==> src/rtl/mem_bus_arbiter.sv <==
// Two-requester arbiter (IF fetch, MEM load/store) sharing one 32-bit memory bus.
// One outstanding transaction; MEM has priority with a starvation escape for IF.
module mem_bus_arbiter #(
  parameter int STARVE_MAX = 4
) (
  input  logic        clk,
  input  logic        rst_n,
  input  logic        if_req_i,
  input  logic [31:0] if_addr_i,
  output logic        if_gnt_o,
  output logic        if_rvalid_o,
  output logic [31:0] if_rdata_o,
  input  logic        mem_req_i,
  input  logic        mem_we_i,
  input  logic [31:0] mem_addr_i,
  input  logic [31:0] mem_wdata_i,
  input  logic [3:0]  mem_be_i,
  output logic        mem_gnt_o,
  output logic        mem_rvalid_o,
  output logic [31:0] mem_rdata_o,
  output logic        bus_req_o,
  output logic        bus_we_o,
  output logic [31:0] bus_addr_o,
  output logic [31:0] bus_wdata_o,
  output logic [3:0]  bus_be_o,
  input  logic        bus_gnt_i,
  input  logic        bus_rvalid_i,
  input  logic [31:0] bus_rdata_i,
  output logic        arb_busy_o
);

  localparam logic [3:0] STARVE_LIM = 4'(STARVE_MAX);

  typedef enum logic [1:0] {IDLE, REQ, WAIT} state_e;

  state_e      state_q;
  logic        owner_q;   // 1 = MEM owns the bus, 0 = IF
  logic [3:0]  starve_q;
  logic [3:0]  starve_d;
  logic [31:0] addr_q;
  logic [31:0] wdata_q;
  logic [3:0]  be_q;
  logic        we_q;
  logic        if_win;
  logic        mem_win;

  always_comb begin
    if_win  = 1'b0;
    mem_win = 1'b0;
    if (state_q == IDLE) begin
      if (if_req_i && (!mem_req_i || starve_q == STARVE_LIM)) begin
        if_win = 1'b1;
      end else if (mem_req_i) begin
        mem_win = 1'b1;
      end
    end
  end

  // Count only MEM wins that actually kept a waiting IF out.
  always_comb begin
    starve_d = starve_q;
    if (if_win) begin
      starve_d = 4'd0;
    end else if (mem_win) begin
      if (!if_req_i) begin
        starve_d = 4'd0;
      end else if (starve_q != STARVE_LIM) begin
        starve_d = starve_q + 4'd1;
      end
    end
  end

  always_ff @(posedge clk or negedge rst_n) begin
    if (!rst_n) begin
      state_q  <= IDLE;
      owner_q  <= 1'b0;
      starve_q <= 4'd0;
      addr_q   <= 32'd0;
      wdata_q  <= 32'd0;
      be_q     <= 4'd0;
      we_q     <= 1'b0;
    end else begin
      case (state_q)
        IDLE: begin
          if (if_win || mem_win) begin
            owner_q  <= mem_win;
            addr_q   <= mem_win ? mem_addr_i : if_addr_i;
            we_q     <= mem_win & mem_we_i;
            wdata_q  <= mem_win ? mem_wdata_i : 32'd0;
            be_q     <= mem_win ? mem_be_i : 4'hF;
            starve_q <= starve_d;
            state_q  <= REQ;
          end
        end
        REQ: begin
          if (bus_gnt_i) state_q <= WAIT;
        end
        WAIT: begin
          if (bus_rvalid_i) state_q <= IDLE;
        end
        default: state_q <= IDLE;
      endcase
    end
  end

  // Grants are combinational but must stay low while reset is held.
  assign if_gnt_o     = rst_n & if_win;
  assign mem_gnt_o    = rst_n & mem_win;

  assign if_rvalid_o  = (state_q == WAIT) && !owner_q && bus_rvalid_i;
  assign mem_rvalid_o = (state_q == WAIT) &&  owner_q && bus_rvalid_i;
  assign if_rdata_o   = rst_n ? bus_rdata_i : 32'd0;
  assign mem_rdata_o  = rst_n ? bus_rdata_i : 32'd0;

  assign bus_req_o    = (state_q == REQ);
  assign bus_we_o     = we_q;
  assign bus_addr_o   = addr_q;
  assign bus_wdata_o  = wdata_q;
  assign bus_be_o     = be_q;
  assign arb_busy_o   = (state_q != IDLE);

endmodule

==> config.mk <==
export PLATFORM = sky130hd
export DESIGN_NAME = mem_bus_arbiter
export DESIGN_NICKNAME = d
export VERILOG_FILES = /design/src/rtl/mem_bus_arbiter.sv
export SDC_FILE = /design/constraint.sdc
export NUM_CORES = 1
export LEC_CHECK = 0
export CAP_MARGIN = 20
export CORE_MARGIN = 2
export CORE_UTILIZATION = 32
export CTS_CLUSTER_SIZE = 40
export DETAILED_ROUTE_END_ITERATION = 8
export PLACE_DENSITY = 0.77
export SYNTH_ARGS = -nofsm -noshare
export SYNTH_HDL_FRONTEND = slang
export SYNTH_SLANG_ARGS = --single-unit
==> constraint.sdc <==
create_clock -name clk -period 1.8 [get_ports clk]
set_input_delay 0.36 -clock clk [delete_from_list [all_inputs] [get_ports clk]]
set_output_delay 0.36 -clock clk [all_outputs]
set_load 0.05 [all_outputs]
==> results.sh, run 1 <==
export IMPL_setup_slack_ns=-0.180
export IMPL_gp_congestion=0.806
export IMPL_violations="negative setup slack"
export IMPL_use_met3_pct=5.82
export IMPL_vias_per_cell=4.87
export IMPL_critPathBufInv=2
export IMPL_crit_fanout=4
export IMPL_endpoint_kind="primary output"
export IMPL_power_switching_w=0.00616
export IMPL_report_final_hold_viol_count=0
export IMPL_synth_warnings=0
export IMPL_cts_tree="yes"
export IMPL_grt_pass1_wl_um=21500
export IMPL_finalClockSkew_ns=0.0124
export IMPL_drv_cap=0
export IMPL_die_area_sq_um=13700
export IMPL_clk_latency_ns=0.33
export IMPL_drc=0
export IMPL_rr_endpoint="bus_addr_o[2]$_DFFE_PN0P_"
export IMPL_crit_arrival_ns=1.62
export IMPL_layout_nets=774
export IMPL_finalCritPeriodShare_pct=110
export IMPL_start_kind="flip-flop"
export IMPL_r2r_slack_ns=0.08
export IMPL_clock_fmax_mhz=505
export IMPL_avgSynthCellArea_sq_um=10.8
export IMPL_timing_setup_tns_ns=-0.290
export IMPL_outcome="finished, violations left"
export IMPL_synth_seq_cells=76
export IMPL_finalWirelength_um=14700
export IMPL_p_clk_share_pct=13.5
export IMPL_grtUsageTotal_pct=20.6
export IMPL_dr_pass1_iters=4
export IMPL_total_power_w=0.0124
export IMPL_cts_buffers=9
export IMPL_crit_required_ns=1.44
export IMPL_io_pins=278
export IMPL_antenna_left=0
export IMPL_dp_worst_setup_slack_ns=-0.233
export IMPL_power_frac_seq_pct=24.3
export IMPL_crit_family="simple AND/OR/NAND/NOR gates"
export IMPL_maxSlewHeadroom_pct=76.8
export IMPL_die_w_um=117
export IMPL_clk_pin_slew_ns=0.06
export IMPL_ys_seq_area_share_pct=46.7
export IMPL_p_leak_nw=3.35
export IMPL_p_int_w=0.00625
export IMPL_busiest_layer="met2"
export IMPL_gr_total_overflow=0
export IMPL_area_growth_pct=88.6
export IMPL_start_util_pct=32.6
export IMPL_grt_pass1_vias=3965
export IMPL_cts_max_level=3
export IMPL_rr_startpoint="starve_q[0]$_DFFE_PN0P_"
export IMPL_p_per_area_nw_per_um2=1610
export IMPL_core_area_sq_um=12500
export IMPL_crit_type="flip-flop to primary output"
export IMPL_max_stage_delay_ns=0.41
export IMPL_grt_max_degree=34
export IMPL_cts_sinks=76
export IMPL_nFillCells=1007
export IMPL_min_path_type="input pin to asynchronous set/reset pin"
export IMPL_worst_slew_pin_slew_ns=0.349
export IMPL_setup_viol=2
export IMPL_multi_input_comb_area_sq_um=1690
export IMPL_grt_met2_usage_pct=37.4
export IMPL_num_vias=3947
export IMPL_syn_area_sq_um=4080
export IMPL_routedWlPerCell_um=18.1
export IMPL_slowest_stage="dfrtp_1"
export IMPL_clock_path_buffers=2
export IMPL_regArea_sq_um=1900
export IMPL_clock_root_buffer="clkbuf_16"
export IMPL_drive_gt1_share_pct=36.4
export IMPL_path_cells="inv_2 > ha_4 > nand4b_4 > and2_4 > and3_4 > buf_12"
export IMPL_final_area_sq_um=7690
export IMPL_cts_hold_buf=0
export IMPL_hold_ws_ns=0.130
export IMPL_sw_frac_of_total_pct=49.6
export IMPL_met1_usage_pct=24.2
export IMPL_synth_distinct_cells=35
export IMPL_synth_cells=379
export IMPL_io_buffers=277
export IMPL_pwr_share_comb_pct=62.2
export IMPL_row_count=41
export IMPL_finalMaxSlewViolations=0
export IMPL_dpl_instance_area_sq_um=7330
export IMPL_ir_worst_vdd_mv=0.972
export IMPL_die_h_um=117
export IMPL_antenna_found_initial=1
export IMPL_finalCriticalPeriod_ns=1.98
export IMPL_dpl_hpwl_um=11600
export IMPL_rsz0062_at_grt="yes"
export IMPL_rr_worst_depth=7
export IMPL_syn_nets=520
export IMPL_drt_iter0_drc=216
repair_timing:
| item | 4_1_cts | 5_1_grt |
|---|---|---|
| gates resized for setup | 9 | 5 |
| buffers inserted | 4 | 2 |
| hold endpoints to repair | 0 | 0 |
| endpoints found under the setup margin | 5 | 5 |
| pin swaps | 2 | 1 |
how the worst max path moves through the flow:
| stage | start | endpoint | slack, ns | depth (start not counted) |
|---|---|---|---|---|
| finish | starve_q[0]$_DFFE_PN0P_ | mem_gnt_o | -0.18 | 6 |
| global placement | if_req_i | if_gnt_o | -0.17 | 5 |
| detailed placement | if_req_i | bus_addr_o[0]$_DFFE_PN0P_ | -0.23 | 5 |
| global route | starve_q[0]$_DFFE_PN0P_ | mem_gnt_o | -0.23 | 6 |
| CTS | starve_q[1]$_DFFE_PN0P_ | mem_gnt_o | -0.17 | 6 |
| floorplan | starve_q[0]$_DFFE_PN0P_ | mem_gnt_o | 0.004 | 7 |
cells in the mapped netlist:
library cell	instances	area, sq um
o21ai_0	1	5.00
a221oi_1	3	26.3
buf_12	3	60.1
mux2_2	1	11.3
nand3_1	2	10.0
and2_1	33	206
dlymetal6s2s_1	2	25.0
nand2_1	4	15.0
clkbuf_1	3	11.3
o22ai_1	2	12.5
nand2_2	1	6.26
buf_6	7	78.8
o22a_1	4	35.0
o21ai_2	1	8.76
nor3_1	1	5.00
inv_2	1	3.75
nand4b_4	1	23.8
inv_1	4	15.0
nor2b_1	2	12.5
a32o_1	2	20.0
o2bb2ai_1	1	8.76
nor2_1	66	248
and2_4	1	8.76
dfrtp_1	76	1900
ha_1	2	25.0
nor3b_1	1	7.51
and3_1	4	25.0
a221oi_2	29	435
nand2b_1	2	12.5
buf_2	14	70.1
a21oi_1	34	170
nor2_2	1	6.26
or2_1	1	6.26
a22o_1	33	289
buf_4	36	270
kinds of logic after synthesis:
| group | count (synthesis) | synth area share (%) |
|---|---|---|
| simple gates | 120 | 14.5 |
| flops | 76 | 46.7 |
| buf+inv | 70 | 13.1 |
| compound gates | 110 | 24.8 |
| mux | 1 | 0.276 |
| fa+ha+maj | 2 | 0.614 |
metal layers:
metal | vias up | part of all wire, %
li1 | 1833 | -
met1 | 1909 | 37
met2 | 191 | 52
met3 | 14 | 8.6
met4 | 0 | 1.6
met5 | - | 0
placed cells by master (no fill, tap or decap), types with 4 or more instances in the layout:
master | netlist | layout
buf_12 | 3 | 74
o22a_1 | 4 | 4
nor2_1 | 66 | 65
a21oi_1 | 34 | 34
clkbuf_16 | 0 | 9
and2_1 | 33 | 33
clkdlybuf4s50_1 | 0 | 136
a221oi_2 | 29 | 30
nand2_1 | 4 | 4
a22o_1 | 33 | 33
buf_4 | 36 | 96
dfrtp_1 | 76 | 74
per-stage QoR:
stage	utilization, %	std cells
CTS	61.2	807
global route	61.4	810
detailed placement	58.6	788
finish	61.4	810
floorplan	-	379
global placement	58.6	788
power groups by stage:
stage	clock network, W	logic [W]	registers (W)
2_1_floorplan	0	0.00278	0.00529
3_3_place_gp	0	0.00746	0.00299
3_5_place_dp	0	0.00762	0.00300
4_1_cts	0.00171	0.00771	0.00300
5_1_grt	0.00178	0.00814	0.00309
6_report	0.00167	0.00772	0.00302
area by class of cell:
class,count,area share [%]
Timing Repair Buffer,308,46.6
Sequential cell,76,24.8
Multi-Input combinational cell,233,21.9
Clock buffer,10,3.11
Tap cell,172,2.80
Clock inverter,5,0.488
Inverter,5,0.277
Antenna cell,1,0.0325
state kept, by name, indices dropped and copies added (netlist names):
signal and cells:
bus_we_o 1, starve_q 4, bus_wdata_o 32, owner_q 1, bus_be_o 4, bus_addr_o 32, state_q 2
Power figures use the tool's default switching activity.
==> inputs of run 2 (changes only) <==
--- a/config.mk
+++ b/config.mk
@@ -10,6 +10,8 @@
 export CORE_UTILIZATION = 32
 export CTS_CLUSTER_SIZE = 40
 export DETAILED_ROUTE_END_ITERATION = 8
+export GPL_ROUTABILITY_DRIVEN = 0
+export GPL_TIMING_DRIVEN = 0
 export PLACE_DENSITY = 0.77
 export SYNTH_ARGS = -nofsm -noshare
 export SYNTH_HDL_FRONTEND = slang
==> run 2 against run 1 <==
Net effect:
- maximum frequency hardly changed
- worst hold slack worse by 0.041 ns
- die area stayed put
- largest cell class unchanged
- highest routed layer is now met5
- largest power group unchanged
- non-clock buffer count is 53 higher
- critical path type unchanged
- wire length is 7.5% higher
- the run still ends with negative setup slack left
==> results.sh, run 2 (synthesized netlist as in run 1, its figures left out) <==
export IMPL_outcome="finished, violations left"
export IMPL_die_h_um=117
export IMPL_crit_arrival_ns=1.62
export IMPL_endpoint_kind="primary output"
export IMPL_clk_pin_slew_ns=0.06
export IMPL_p_per_area_nw_per_um2=1650
export IMPL_worst_slew_pin_slew_ns=0.946
export IMPL_cts_sinks=76
export IMPL_multi_input_comb_area_sq_um=1680
export IMPL_p_leak_nw=3.44
export IMPL_finalMaxSlewViolations=0
export IMPL_setup_slack_ns=-0.178
export IMPL_io_buffers=277
export IMPL_setup_viol=27
export IMPL_finalCriticalPeriod_ns=1.98
export IMPL_ir_worst_vdd_mv=0.978
export IMPL_drt_iter0_drc=198
export IMPL_total_power_w=0.0123
export IMPL_slowest_stage="dfrtp_1"
export IMPL_rsz0062_at_grt="yes"
export IMPL_dpl_hpwl_um=11700
export IMPL_layout_common_cells="clkdlybuf4s50_1, dfrtp_1, dlygate4sd2_1"
export IMPL_clock_root_buffer="clkbuf_16"
export IMPL_dr_pass1_iters=4
export IMPL_grt_max_degree=24
export IMPL_drc=0
export IMPL_layout_nets=827
export IMPL_grt_pass1_vias=4326
export IMPL_min_path_type="input pin to asynchronous set/reset pin"
export IMPL_die_area_sq_um=13700
export IMPL_regArea_sq_um=1900
export IMPL_finalWirelength_um=15800
export IMPL_die_w_um=117
export IMPL_max_stage_delay_ns=0.39
export IMPL_maxSlewHeadroom_pct=36.7
export IMPL_cts_buffers=9
export IMPL_clock_fmax_mhz=506
export IMPL_clk_latency_ns=0.33
export IMPL_r2r_slack_ns=-0.03
export IMPL_antenna_found_initial=1
export IMPL_drv_cap=0
export IMPL_crit_type="flip-flop to primary output"
export IMPL_core_area_sq_um=12500
export IMPL_grt_pass1_wl_um=23000
export IMPL_vias_per_cell=4.87
export IMPL_path_cells="inv_2 > ha_4 > nand4b_4 > buf_6 > o21ai_4 > and3_4 > buf_8"
export IMPL_mostFrequentLayoutCell="clkdlybuf4s50_1"
export IMPL_area_growth_pct=83.1
export IMPL_rr_startpoint="starve_q[0]$_DFFE_PN0P_"
export IMPL_finalClockSkew_ns=0.00792
export IMPL_row_count=41
export IMPL_cts_max_level=3
export IMPL_timing_setup_tns_ns=-0.663
export IMPL_nFillCells=1118
export IMPL_crit_family="flip-flops"
export IMPL_crit_fanout=2
export IMPL_rr_worst_depth=9
export IMPL_num_vias=4200
export IMPL_drive_gt1_share_pct=30.3
export IMPL_critPathBufInv=3
export IMPL_clock_path_buffers=2
export IMPL_report_final_hold_viol_count=0
export IMPL_finalCritPeriodShare_pct=110
export IMPL_antenna_left=0
export IMPL_gr_total_overflow=0
export IMPL_start_util_pct=32.6
export IMPL_rr_endpoint="bus_wdata_o[15]$_DFFE_PN0P_"
export IMPL_routedWlPerCell_um=18.3
export IMPL_grtUsageTotal_pct=22.2
export IMPL_io_pins=278
export IMPL_start_kind="flip-flop"
export IMPL_crit_required_ns=1.44
export IMPL_cts_tree="yes"
export IMPL_violations="negative setup slack"
[run 2: per-layer routing]
| layer | global-route usage [%] | routed length [um] |
|---|---|---|
| met2 | 40.1 | 8200 |
| met1 | 24.9 | 5890 |
| met3 | 5.82 | 1330 |
| met4 | 9.10 | 352 |
| met5 | 0 | 13 |
[run 2: repair_timing]
action | CTS | global route
setup buffers | 9 | 8
gates resized for setup | 387 | 14
endpoints found under the hold margin | 34 | 0
hold buffers | 3 | 0
gates cloned | 3 | 0
endpoints found under the setup margin | 139 | 29
pin swaps | 4 | 7
[run 2: through the flow]
step / instance area (sq um) / instances / utilization, % / setup WS [ns] / hold WS, ns
after floorplan: 4080 / 379 / - / 0.00425 / 0.0644
after global placement: 7070 / 828 / 56.5 / -3.56 / 0.476
after detailed placement: 7090 / 829 / 56.7 / -1.17 / 0.357
after CTS: 7400 / 855 / 59.1 / -0.171 / 0.0846
after global routing: 7460 / 862 / 59.6 / -0.235 / 0.0916
final: 7460 / 863 / 59.6 / -0.178 / 0.0891
[run 2: worst max-delay path by stage]
| stage | startpoint | endpoint | slack [ns] | depth (start not counted) |
|---|---|---|---|---|
| after global placement | rst_n | mem_rdata_o[10] | -3.56 | 5 |
| after detailed placement | rst_n | mem_rdata_o[10] | -1.17 | 6 |
| after CTS | starve_q[1]$_DFFE_PN0P_ | if_gnt_o | -0.17 | 7 |
| after floorplan | starve_q[0]$_DFFE_PN0P_ | mem_gnt_o | 0.004 | 7 |
| final | starve_q[0]$_DFFE_PN0P_ | if_gnt_o | -0.18 | 7 |
| after global routing | starve_q[1]$_DFFE_PN0P_ | if_gnt_o | -0.24 | 7 |
[run 2: power breakdown]
part / switching (W) / internal [W]
clock: 0.000725 / 0.00111
combinational: 0.00498 / 0.00254
sequential: 0.000481 / 0.00247
total: 0.00619 / 0.00612
[run 2: cell type report]
class                      instances  area share [%]
buffer                            60            6.50
timing repair buffer             301            38.3
inverter                           5           0.285
clock buffer                      10            3.20
antenna                            1          0.0335
clock inverter                     5           0.838
sequential                        76            25.5
tap                              172            2.88
multi-input combinational        233            22.5
